### config.mk
export PLATFORM = sky130hd
export DESIGN_NAME = fp32_div_issue
export DESIGN_NICKNAME = d
export VERILOG_FILES = /design/src/rtl/fp32_div_pkg.sv /design/src/rtl/fp32_classify.sv /design/src/rtl/fp32_div_issue.sv
export SDC_FILE = /design/constraint.sdc
export NUM_CORES = 1
export LEC_CHECK = 0
export ABC_AREA = 0
export BUFFER_PORTS_ARGS = -buffer_cell sky130_fd_sc_hd__buf_2
export CELL_PAD_IN_SITES_DETAIL_PLACEMENT = 0
export CELL_PAD_IN_SITES_GLOBAL_PLACEMENT = 2
export CORE_MARGIN = 5
export CORE_UTILIZATION = 28
export DETAILED_ROUTE_END_ITERATION = 12
export GPL_TIMING_DRIVEN = 0
export PLACE_DENSITY = 0.87
export SLEW_MARGIN = 15
export SYNTH_ARGS = -nofsm -noshare
export SYNTH_HDL_FRONTEND = slang
export SYNTH_SLANG_ARGS = --single-unit
export TNS_END_PERCENT = 30
### constraint.sdc
create_clock -name clk -period 3.3 [get_ports clk]
set_clock_uncertainty 0.1 [all_clocks]
set_input_delay 0 -clock clk [delete_from_list [all_inputs] [get_ports clk]]
set_output_delay 0 -clock clk [all_outputs]
set_load 0.01 [all_outputs]
### src/rtl/fp32_div_pkg.sv
// Shared types and constants for the fp32 divide issue stage.
// Holds FSM states, operand classes, the canonical quiet NaN and flag bit positions.
package fp32_div_pkg;

  typedef enum logic [1:0] {
    ST_IDLE,
    ST_LAUNCH,
    ST_RUN,
    ST_DONE
  } state_e;

  typedef enum logic [2:0] {
    FP_ZERO,
    FP_SUB,
    FP_NORM,
    FP_INF,
    FP_NAN
  } fp_class_e;

  localparam logic [31:0] QNAN = 32'h7FC00000;

  // Bit positions within out_flags = {invalid, div_by_zero, denorm_flush, bypass}
  localparam int FLAG_INVALID  = 3;
  localparam int FLAG_DIV_ZERO = 2;
  localparam int FLAG_DENORM   = 1;
  localparam int FLAG_BYPASS   = 0;

endpackage

### src/rtl/fp32_classify.sv
// Combinational IEEE-754 single classifier: zero / subnormal / normal / inf / NaN.
// Sign is passed through separately so callers need not re-slice the operand.
module fp32_classify
  import fp32_div_pkg::*;
(
  input  logic [31:0] op_i,
  output fp_class_e   class_o,
  output logic        sign_o
);

  logic [7:0]  exp_w;
  logic [22:0] frac_w;

  assign sign_o = op_i[31];
  assign exp_w  = op_i[30:23];
  assign frac_w = op_i[22:0];

  always_comb begin
    class_o = FP_NORM;
    if (exp_w == 8'h00) begin
      class_o = (frac_w == 23'h0) ? FP_ZERO : FP_SUB;
    end else if (exp_w == 8'hFF) begin
      class_o = (frac_w == 23'h0) ? FP_INF : FP_NAN;
    end
  end

endmodule

### src/rtl/fp32_div_issue.sv
// Issue/result stage around an iterative SRT divider: resolves special cases locally,
// otherwise restarts the core for one cycle and captures its quotient ITER_CYCLES later.
module fp32_div_issue
  import fp32_div_pkg::*;
#(
  parameter int ITER_CYCLES = 15
) (
  input  logic        clk,
  input  logic        rst,
  input  logic        in_valid,
  output logic        in_ready,
  input  logic [31:0] in_dividend,
  input  logic [31:0] in_divisor,
  output logic [31:0] core_dividend,
  output logic [31:0] core_divisor,
  output logic        core_rst_n,
  input  logic [31:0] core_quotient,
  output logic        out_valid,
  input  logic        out_ready,
  output logic [31:0] out_result,
  output logic [3:0]  out_flags
);

  localparam logic [4:0] ITER_LAST = 5'(ITER_CYCLES - 1);

  state_e      state_q, state_d;
  logic [4:0]  cnt_q, cnt_d;
  logic [31:0] dvd_q, dvs_q, res_q;
  logic [3:0]  flags_q;
  logic        core_rst_n_q;

  fp_class_e   cls_a, cls_b, eff_a, eff_b;
  logic        sign_a, sign_b, res_sign;
  logic        special;
  logic [31:0] spc_res;
  logic [3:0]  spc_flags;
  logic        accept;

  fp32_classify u_cls_dividend (.op_i(in_dividend), .class_o(cls_a), .sign_o(sign_a));
  fp32_classify u_cls_divisor  (.op_i(in_divisor),  .class_o(cls_b), .sign_o(sign_b));

  assign accept = in_valid & in_ready;

  // Subnormals are treated as zero of the same sign before the priority chain.
  always_comb begin
    eff_a     = (cls_a == FP_SUB) ? FP_ZERO : cls_a;
    eff_b     = (cls_b == FP_SUB) ? FP_ZERO : cls_b;
    res_sign  = sign_a ^ sign_b;
    special   = 1'b1;
    spc_res   = 32'h0;
    spc_flags = 4'h0;
    if (eff_a == FP_NAN || eff_b == FP_NAN ||
        (eff_a == FP_ZERO && eff_b == FP_ZERO) ||
        (eff_a == FP_INF && eff_b == FP_INF)) begin
      spc_res                 = QNAN;
      spc_flags[FLAG_INVALID] = 1'b1;
    end else if (eff_b == FP_ZERO) begin
      spc_res                  = {res_sign, 8'hFF, 23'h0};
      spc_flags[FLAG_DIV_ZERO] = 1'b1;
    end else if (eff_a == FP_INF) begin
      spc_res = {res_sign, 8'hFF, 23'h0};
    end else if (eff_b == FP_INF || eff_a == FP_ZERO) begin
      spc_res = {res_sign, 31'h0};
    end else begin
      special = 1'b0;
    end
    spc_flags[FLAG_BYPASS] = special;
    spc_flags[FLAG_DENORM] = (cls_a == FP_SUB) || (cls_b == FP_SUB);
  end

  always_comb begin
    state_d = state_q;
    cnt_d   = cnt_q;
    unique case (state_q)
      ST_IDLE: begin
        if (accept) state_d = special ? ST_DONE : ST_LAUNCH;
      end
      ST_LAUNCH: begin
        state_d = ST_RUN;
        cnt_d   = 5'd0;
      end
      ST_RUN: begin
        cnt_d = cnt_q + 5'd1;
        if (cnt_q == ITER_LAST) state_d = ST_DONE;
      end
      ST_DONE: begin
        cnt_d = 5'd0;
        if (out_ready) state_d = ST_IDLE;
      end
      default: state_d = ST_IDLE;
    endcase
  end

  always_ff @(posedge clk or negedge rst) begin
    if (!rst) begin
      state_q      <= ST_IDLE;
      cnt_q        <= 5'd0;
      dvd_q        <= 32'h0;
      dvs_q        <= 32'h0;
      res_q        <= 32'h0;
      flags_q      <= 4'h0;
      core_rst_n_q <= 1'b0;
    end else begin
      state_q      <= state_d;
      cnt_q        <= cnt_d;
      // Registered so the restart pulse is exactly the LAUNCH cycle.
      core_rst_n_q <= (state_d != ST_LAUNCH);
      if (accept) begin
        dvd_q   <= in_dividend;
        dvs_q   <= in_divisor;
        res_q   <= spc_res;
        flags_q <= spc_flags;
      end else if (state_q == ST_RUN && cnt_q == ITER_LAST) begin
        res_q   <= core_quotient;
        flags_q <= 4'h0;
      end
    end
  end

  assign in_ready      = (state_q == ST_IDLE);
  assign out_valid     = (state_q == ST_DONE);
  assign out_result    = res_q;
  assign out_flags     = flags_q;
  assign core_dividend = dvd_q;
  assign core_divisor  = dvs_q;
  assign core_rst_n    = core_rst_n_q;

endmodule

==> flow_metrics.py, run 1 <==
metrics = {
    "critical_path": {
        "cpPeakStageDelay_ns": 0.53,
        "crit_type": "input port to flop",
        "critPathRequiredTime_ns": 3.41,
        "critPathMaxFanout": 5,
        "critPathSlowestCell": "dlygate4sd3_1",
        "crit_chain": "dlygate4sd3_1, buf_2, nor4_1, nand4_2, nor4b_2, a311o_2, o211ai_2",
        "startpoint_type": "input port",
        "cp-end-kind": "flop",
        "r2r.worst_path.cells": 7,
        "regToRegStartpoint": "cnt_q[0]",
        "r2r_setup_slack_ns": 1.34,
        "arrival_ns": 2.09,
        "r2r_end": "out_result[17]",
    },
    "sta": {
        "setup_viol": 0,
        "rsz0062_at_grt": "no",
        "period_share_pct": 59.95,
        "relSlewSlack_pct": 61.08,
        "maxSlewViolCount": 0,
        "worstMarginPinSlew_ns": 0.5838,
        "fmax_ghz": 0.5055,
        "layout_min_cycle_time_ns": 1.978,
        "hold_viol": 0,
        "finalSetupTns_ns": 0,
    },
    "synthesis": {
        "syn_inst": 511,
        "syn_area_per_cell_um2": 8.947,
        "synth-seq-cells": 108,
        "synth_cell_types": 40,
        "synth_area_mm2": 0.004572,
        "ys_seq_area_share_pct": 59.11,
        "synth_warnings": 0,
        "synthesis.nets": 613,
    },
    "drt": {
        "totalWireLength_um": 15670,
        "avgViaCountPerCell": 4.395,
        "dr_total_vias": 4593,
        "dr.max_layer_used": "met4",
        "drc_errors": 0,
        "first_pass_iters": 4,
        "wl_met2_um": 7293,
        "wl_met1_um": 7183,
        "detail-route-antenna-nets": 0,
        "avgRoutedWirePerCell_um": 15.00,
        "drt_iter0_markers": 190,
        "route.met3.wl_um": 968,
    },
    "die": {
        "io_pins": 203,
        "die_y_um": 137.8,
        "rows": 46,
        "initial_utilization_pct": 28.68,
        "die-width_um": 137.8,
        "die_area_mm2": 0.01898,
        "core_region_area_mm2": 0.01594,
    },
    "clock_tree": {
        "clkTransAtPathRegs_ns": 0.08,
        "h-tree-depth": 3,
        "cts_tree": "yes",
        "cts-resized-gates": 0,
        "cts_sinks": 108,
        "cts-root-buf": "clkbuf_16",
        "numCtsBuffers": 9,
        "clk_latency_ns": 0.35,
        "cts_max_path_buffers": 2,
    },
    "pwr": {
        "power_mw": 5.077,
        "powerDensity_mw_per_mm2": 707.3,
        "leakage_nw": 3.918,
        "irDropWorstVdd_mv": 0.3677,
    },
    "flow_run": {
        "max_cap_violations": 0,
    },
    "global_routing": {
        "gr-total-overflow": 0,
        "antenna_found_initial": 0,
        "grt_first_pass_wirelength_um": 24410,
        "grt.total_usage_pct": 16.42,
        "grt_max_degree": 66,
        "grt_pass1_vias": 4737,
    },
    "cells_and_area": {
        "final_common_cell": "nand2_1",
        "fin_nets": 926,
        "layout_common_cells": "nand2_1, buf_2, dfrtp_1, dlygate4sd3_1, nand3_1",
        "areaGrowthSynthToFinish_pct": 57.01,
        "drive_gt1_share_pct": 30.40,
        "antennaDiodeCount": 0,
    },
    "run_status": {
        "status": "finished, final reports clean",
    },
    "place": {
        "hpwl_um": 11420,
        "portBuffers": 202,
        "gp_congestion": 0.7601,
    },
    "min_path": {
        "min_path_type": "input port to async pin",
    },
}
[flip-flops by register name, indices dropped and copies added, names as in the netlist]
name and flops:
core_rst_n 1, out_flags 4, core_dividend 32, cnt_q 5
state_q 2, core_divisor 32, out_result 32
[synthesized netlist by cell type]
| cell type | n | area (µm²) |
|---|---|---|
| o21ai_1 | 9 | 45.04 |
| nand3_1 | 26 | 130.1 |
| or2_0 | 1 | 6.260 |
| o22ai_1 | 1 | 6.260 |
| xnor2_1 | 1 | 8.760 |
| nand2_2 | 1 | 6.260 |
| o211ai_2 | 2 | 25.02 |
| o22a_1 | 1 | 8.760 |
| nor2_2 | 3 | 18.77 |
| nand2_1 | 254 | 953.4 |
| nand4_1 | 9 | 56.30 |
| buf_1 | 4 | 15.01 |
| nor4b_2 | 1 | 15.01 |
| nor2_1 | 8 | 30.03 |
| buf_4 | 5 | 37.54 |
| nand3_2 | 1 | 10.01 |
| a311o_2 | 1 | 11.26 |
| nor3b_2 | 1 | 12.51 |
| o211ai_1 | 1 | 7.510 |
| o21ai_2 | 1 | 8.760 |
| and2_1 | 1 | 6.260 |
| a21oi_1 | 9 | 45.04 |
| mux2i_1 | 2 | 20.02 |
| o21ai_0 | 2 | 10.01 |
| nor3_1 | 5 | 25.02 |
| o2111ai_1 | 1 | 8.760 |
| and3_1 | 1 | 6.260 |
| nor4_1 | 11 | 68.82 |
| dfrtp_1 | 108 | 2703 |
| or2_1 | 1 | 6.260 |
| o311ai_0 | 1 | 8.760 |
| and4_1 | 2 | 17.52 |
| nand4_2 | 1 | 12.51 |
| nor4_2 | 4 | 50.05 |
| inv_1 | 4 | 15.01 |
| buf_2 | 12 | 60.06 |
| a31oi_1 | 1 | 6.260 |
| ha_1 | 2 | 25.02 |
| clkbuf_1 | 8 | 30.03 |
| xor2_1 | 4 | 35.03 |
[repair_timing]
item | in CTS | in global routing
setup buffers | 0 | 0
hold endpoints to repair | 206 | 0
hold buffers | 99 | 0
setup endpoints to repair | 0 | 0
[worst max-delay path by stage]
stage	startpoint	end	slack, ns	cells after the start
2_1_floorplan	cnt_q[0]	state_q[0]	1.66	7
3_3_place_gp	rst	core_dividend[17]	0.86	1
3_5_place_dp	cnt_q[0]	out_result[16]	1.31	7
4_1_cts	cnt_q[0]	out_flags[2]	1.29	7
5_1_grt	cnt_q[0]	out_result[4]	1.14	7
6_report	in_dividend[16]	state_q[1]	1.32	7
[worst max-delay path, delay by kind of cell]
family | cells | cell delay, ns
AO/OA/AOI/OAI | 2 | 0.38
AND/OR/NAND/NOR | 3 | 1.04
buffers and inverters | 2 | 0.66
[final cells by class]
class	count	area [µm²]
fillers	1572	8765
multi-input cells	370	1712
clock buffers	9	225.2
well taps	216	270.3
clock inverters	7	75.07
flip-flops and latches	108	2703
repair buffers	302	2036
inverters	4	15.01
plain buffers	29	142.6
[metal layers]
metal	vias up	global-route usage [%]
met3	15	3.543
met5	-	0
li1	2282	-
met2	144	26.33
met1	2152	22.20
met4	0	5.159
[where the power goes]
group / total [mW] / internal, mW / switching [mW]
Combinational: 1.86 / 0.768 / 1.09
Clock: 1.11 / 0.593 / 0.521
Sequential: 2.10 / 1.82 / 0.279
[logic make-up (layout without fill, tap and decap cells)]
| family | Yosys count | after routing | synth area share [%] |
|---|---|---|---|
| muxes | 2 | 2 | 0.4379 |
| adders and majority gates | 2 | 2 | 0.5473 |
| buffers and inverters | 33 | 351 | 3.448 |
| xor gates and xnor gates | 5 | 5 | 0.9578 |
| DFF | 108 | 108 | 59.11 |
| and+or+nand+nor | 331 | 331 | 31.31 |
| AOI/OAI and AO/OA | 30 | 30 | 4.187 |
[metrics by stage]
stage | cells | hold slack (ns) | area, µm² | setup WS, ns | utilization (%)
2_1_floorplan | 511 | -0.3956 | 4572 | 1.660 | -
3_3_place_gp | 929 | 0.09255 | 5853 | 0.8560 | 36.71
3_5_place_dp | 930 | -0.1451 | 5887 | 1.308 | 36.93
4_1_cts | 1045 | 0.05281 | 7178 | 1.289 | 45.02
5_1_grt | 1045 | 0.08638 | 7178 | 1.142 | 45.02
6_report | 1045 | 0.05686 | 7178 | 1.322 | 45.02
Power figures use the tool's default switching activity.
==> inputs of run 2 (changes only) <==
CORE_UTILIZATION = 26   (was 28)
PLACE_DENSITY = 0.82   (was 0.87)
clock period = 1.9 ns   (was 3.3 ns; I/O delays follow)
==> flow_metrics.py, run 2 (synthesis results as in run 1) <==
metrics = {
    "drt": {
        "first_pass_iters": 6,
        "drc_errors": 0,
        "detail-route-antenna-nets": 0,
        "avgRoutedWirePerCell_um": 14.93,
        "drt_iter0_markers": 148,
        "totalWireLength_um": 15800,
        "avgViaCountPerCell": 4.413,
        "dr_total_vias": 4669,
    },
    "critical_path": {
        "crit_type": "input port to flop",
        "r2r_end": "out_result[26]",
        "critPathLaunch": "in_divisor[1]",
        "regToRegStartpoint": "state_q[0]",
        "r2r.worst_path.cells": 7,
        "critPathMaxFanout": 2,
        "critPathRequiredTime_ns": 2.07,
        "cp-end-kind": "flop",
        "arrival_ns": 2.00,
        "r2r_setup_slack_ns": 0.10,
        "startpoint_type": "input port",
    },
    "die": {
        "rows": 48,
        "die_area_mm2": 0.02034,
        "io_pins": 203,
        "die-width_um": 142.6,
        "core_region_area_mm2": 0.01730,
        "initial_utilization_pct": 26.43,
        "die_y_um": 142.6,
    },
    "min_path": {
        "min_path_type": "input port to async pin",
    },
    "global_routing": {
        "grt_max_degree": 76,
        "gr-total-overflow": 0,
        "antenna_found_initial": 0,
        "grt_pass1_vias": 4748,
        "grt_first_pass_wirelength_um": 24760,
        "grt.total_usage_pct": 15.36,
    },
    "place": {
        "place_area_mm2": 0.005898,
        "gp_congestion": 0.7458,
        "portBuffers": 202,
        "hpwl_um": 11500,
    },
    "cells_and_area": {
        "fin_nets": 930,
        "areaGrowthSynthToFinish_pct": 59.72,
        "drive_gt1_share_pct": 32.65,
        "antennaDiodeCount": 0,
        "final_common_cell": "nand2_1",
        "layout_common_cells": "nand2_1, buf_2, dfrtp_1, dlygate4sd3_1, nand3_1",
        "finish.instance_area_mm2": 0.007302,
    },
    "sta": {
        "hold_viol": 0,
        "worstMarginPinSlew_ns": 0.5105,
        "fmax_ghz": 0.5466,
        "finalSetupTns_ns": 0,
        "setup_viol": 0,
        "maxSlewViolCount": 0,
        "period_share_pct": 96.29,
        "layout_min_cycle_time_ns": 1.829,
        "whs_ns": 0.005137,
        "relSlewSlack_pct": 65.96,
        "rsz0062_at_grt": "yes",
    },
    "pwr": {
        "intPower_mw": 5.608,
        "powerDensity_mw_per_mm2": 1217,
        "irDropWorstVdd_mv": 0.5689,
        "combinationalPowerShare_pct": 37.1,
        "sw_frac_of_total_pct": 36.92,
        "power_mw": 8.890,
        "clkPwrFrac_pct": 22.2,
        "p_sw_mw": 3.282,
        "leakage_nw": 3.986,
        "seqPwrFrac_pct": 40.8,
    },
    "clock_tree": {
        "cts_tree": "yes",
        "cts_max_path_buffers": 2,
        "h-tree-depth": 3,
        "clk_latency_ns": 0.35,
        "cts_sinks": 108,
        "cts-root-buf": "clkbuf_16",
        "numCtsBuffers": 9,
        "clkTransAtPathRegs_ns": 0.07,
    },
    "flow_run": {
        "max_cap_violations": 0,
    },
    "run_status": {
        "status": "finished, final reports clean",
    },
}
## run 2: area by class of cell
cell class	count	area (µm²)
clock buffer	10	239.0
timing repair buffer	306	2066
buffer	29	165.2
fill	1778	9995
multi-input combinational	370	1763
clock inverter	6	70.07
sequential	108	2703
inverter	4	15.01
tap	225	281.5
## run 2: metal layers
metal	wire length, µm	global-route usage [%]
met1	6622	19.06
met2	7880	26.71
met3	1099	3.730
met4	193	4.202
met5	0	0
## run 2: worst max-delay path by stage
stage | depth (start not counted) | slack [ns] | to
2_1_floorplan | 7 | 0.26 | state_q[0]
3_3_place_gp | 1 | -0.59 | out_result[8]
3_5_place_dp | 7 | -0.11 | out_flags[2]
4_1_cts | 8 | 0.02 | out_result[26]
5_1_grt | 7 | 0.002 | state_q[1]
6_report | 8 | 0.07 | out_flags[0]
## run 2: power by group through the flow
stage	logic, mW	registers, mW	clock network [mW]
2_1_floorplan	1.25	4.02	0
4_1_cts	3.32	3.63	2.07
3_3_place_gp	3.07	3.63	0
6_report	3.30	3.62	1.97
3_5_place_dp	3.16	3.65	0
5_1_grt	3.70	3.73	2.14
## run 2: per-stage QoR
stage	setup WS [ns]	utilization (%)	instances
5_1_grt	0.001553	42.22	1058
6_report	0.07051	42.22	1058
2_1_floorplan	0.2602	-	511
3_5_place_dp	-0.1078	34.10	939
3_3_place_gp	-0.5861	33.90	938
4_1_cts	0.01512	41.74	1056
## run 2: timing repair
action / 4_1_cts / 5_1_grt
hold buffers: 99 / 0
pin swaps: 1 / 3
endpoints found under the setup margin: 25 / 94
resized for setup: 2 / 28
hold endpoints to repair: 206 / 0
setup buffers: 2 / 2
## run 2: worst max-delay path: stages
cell	delay (ns)
dlygate4sd3_1	0.54
buf_2	0.14
nor4_1	0.28
nand4_1	0.22
buf_4	0.21
nor3_1	0.30
nor3_1	0.14
o211ai_2	0.17
==> inputs of run 3 (changes only) <==
CORE_UTILIZATION = 27   (was 26)
GPL_TIMING_DRIVEN = 1   (was 0)
PLACE_DENSITY = 0.83   (was 0.82)
SYNTH_HIERARCHICAL = 1   (was not set)
==> flow_metrics.py, run 3 <==
metrics = {
    "pwr": {
        "leakage_nw": 3.951,
        "combinationalPowerShare_pct": 36.6,
        "intPower_mw": 5.681,
        "seqPwrFrac_pct": 41.3,
        "p_sw_mw": 3.233,
        "sw_frac_of_total_pct": 36.27,
        "irDropWorstVdd_mv": 0.6124,
        "clkPwrFrac_pct": 22.2,
        "powerDensity_mw_per_mm2": 1166,
    },
    "critical_path": {
        "r2r_end": "out_result[30]",
        "arrival_ns": 1.89,
        "crit_type": "flop to flop",
        "critPathMaxFanout": 10,
        "r2r.worst_path.cells": 8,
        "critPathRequiredTime_ns": 2.02,
        "r2r_setup_slack_ns": 0.12,
        "regToRegStartpoint": "cnt_q[0]",
        "cp-end-kind": "flop",
        "startpoint_type": "flop",
    },
    "place": {
        "place_area_mm2": 0.006220,
        "gp_congestion": 0.8468,
        "portBuffers": 202,
        "hpwl_um": 10930,
        "placed_cells": 958,
    },
    "synthesis": {
        "syn_inst": 510,
        "synth_most_common_cell": "nand2_1",
        "synth_area_leader_cell": "dfrtp_1",
        "syn_area_per_cell_um2": 9.117,
        "ys_seq_area_share_pct": 58.13,
        "synth_area_mm2": 0.004649,
        "synth_cell_types": 35,
        "synthesis.nets": 612,
        "synth_common_cells": "nand2_1, dfrtp_1, o21ai_0",
        "synthArstFlopShare_pct": 100.0,
        "synth-seq-cells": 108,
        "synth_top_area_share_pct": 58.13,
        "synth_edf_count": 0,
        "synth_warnings": 6,
        "ys_top_cells_by_area": "dfrtp_1, nand2_1, mux2i_1",
        "yosys_most_used_dff": "dfrtp_1",
    },
    "clock_tree": {
        "cts_sinks": 108,
        "cts_max_path_buffers": 2,
        "clkTransAtPathRegs_ns": 0.07,
        "h-tree-depth": 3,
        "clk_latency_ns": 0.34,
        "numCtsBuffers": 9,
        "cts_tree": "yes",
        "cts-root-buf": "clkbuf_16",
    },
    "die": {
        "initial_utilization_pct": 27.16,
        "io_pins": 203,
        "die-width_um": 141.2,
        "rows": 48,
        "die_y_um": 141.2,
        "core_region_area_mm2": 0.01712,
        "die_area_mm2": 0.01994,
    },
    "drt": {
        "drt_iter0_markers": 134,
        "totalWireLength_um": 15730,
        "detail-route-antenna-nets": 0,
        "avgRoutedWirePerCell_um": 14.56,
        "first_pass_iters": 7,
        "drc_errors": 0,
        "avgViaCountPerCell": 4.438,
        "dr_total_vias": 4793,
    },
    "min_path": {
        "min_path_type": "input port to async pin",
    },
    "run_status": {
        "status": "finished, final reports clean",
    },
    "sta": {
        "worstMarginPinSlew_ns": 0.6567,
        "setup_viol": 0,
        "hold_viol": 0,
        "fmax_ghz": 0.5628,
        "relSlewSlack_pct": 56.22,
        "rsz0062_at_grt": "no",
        "period_share_pct": 93.52,
        "layout_min_cycle_time_ns": 1.777,
        "maxSlewViolCount": 0,
    },
    "flow_run": {
        "max_cap_violations": 0,
    },
    "cells_and_area": {
        "fin_nets": 951,
        "fin_cells": 1080,
        "areaGrowthSynthToFinish_pct": 64.37,
        "num-fill-cells": 1682,
        "final_common_cell": "nand2_1",
        "drive_gt1_share_pct": 34.19,
        "layout_common_cells": "nand2_1, buf_2, dfrtp_1, dlygate4sd3_1, buf_4",
        "finish.instance_area_mm2": 0.007642,
    },
    "global_routing": {
        "antenna_found_initial": 0,
        "grt.total_usage_pct": 15.40,
        "grt_pass1_vias": 4960,
        "grt_max_degree": 47,
        "gr-total-overflow": 0,
        "grt_first_pass_wirelength_um": 24810,
    },
}
[run 3: power by group through the flow]
stage / Sequential [mW] / Clock [mW] / Combinational [mW]
3_3_place_gp: 3.69 / 0 / 3.05
3_5_place_dp: 3.70 / 0 / 3.13
4_1_cts: 3.69 / 2.05 / 3.27
2_1_floorplan: 4.04 / 0 / 1.25
5_1_grt: 3.80 / 2.15 / 3.65
6_report: 3.68 / 1.98 / 3.26
[run 3: metrics by stage]
stage | hold slack, ns | power (mW) | TNS [ns] | setup WS, ns | utilization, %
finish | 0.1076 | 8.914 | 0 | 0.1231 | 44.65
global placement | -0.03877 | 6.743 | -2.379 | -0.2254 | 36.34
floorplan | -0.3956 | 5.290 | 0 | 0.01909 | -
detailed placement | -0.03726 | 6.831 | -3.145 | -0.2961 | 36.34
CTS | 0.1287 | 9.004 | 0 | 0.08315 | 43.95
global route | 0.1707 | 9.594 | 0 | 0.004220 | 44.63
[run 3: cell families (layout without fill, tap and decap cells)]
group	count (synthesis)	count (layout)	share of synthesized area, %
mux	13	13	2.799
buf+inv	32	376	3.687
other cells	0	1	0
simple gates	303	303	27.74
fa+ha+maj	2	2	0.5381
compound gates	47	47	6.163
flops	108	108	58.13
xor+xnor	5	5	0.9420
[run 3: worst max-delay path, cell delays in order (launching register included)]
cell	delay, ns
dfrtp_1	0.41
inv_1	0.07
ha_1	0.14
nand2_1	0.08
nor4_4	0.20
buf_4	0.18
buf_12	0.14
mux2i_2	0.24
a22oi_1	0.09
[run 3: area by class of cell]
type	count	area [µm²]	share of cell area, %
clock inverter	5	58.81	0.7695
sequential	108	2703	35.36
tap	225	281.5	3.684
antenna	1	2.502	0.03274
timing repair buffer	357	2517	32.94
inverter	3	11.26	0.1473
multi-input combinational	370	1815	23.76
clock buffer	11	252.7	3.307
[run 3: what timing repair did]
action	CTS	global route
setup endpoints to repair	0	19
hold endpoints to repair	140	0
resized for setup	0	8
hold buffers	99	0
buffers inserted	0	4
[run 3: worst max path at each step]
stage	end	start	cells after the start	slack (ns)
2_1_floorplan	out_result[23]	in_divisor[16]	8	0.02
3_3_place_gp	out_result[30]	in_divisor[16]	10	-0.23
3_5_place_dp	out_result[23]	in_dividend[16]	11	-0.30
4_1_cts	out_result[23]	in_dividend[16]	11	0.08
5_1_grt	out_result[30]	in_divisor[2]	10	0.004
6_report	out_result[30]	cnt_q[0]	8	0.12
[run 3: routing by layer]
layer | GRT usage [%] | routed length [µm]
met1 | 19.06 | 6558
met2 | 25.76 | 7575
met3 | 3.731 | 1138
met4 | 6.272 | 458
met5 | 0 | 0
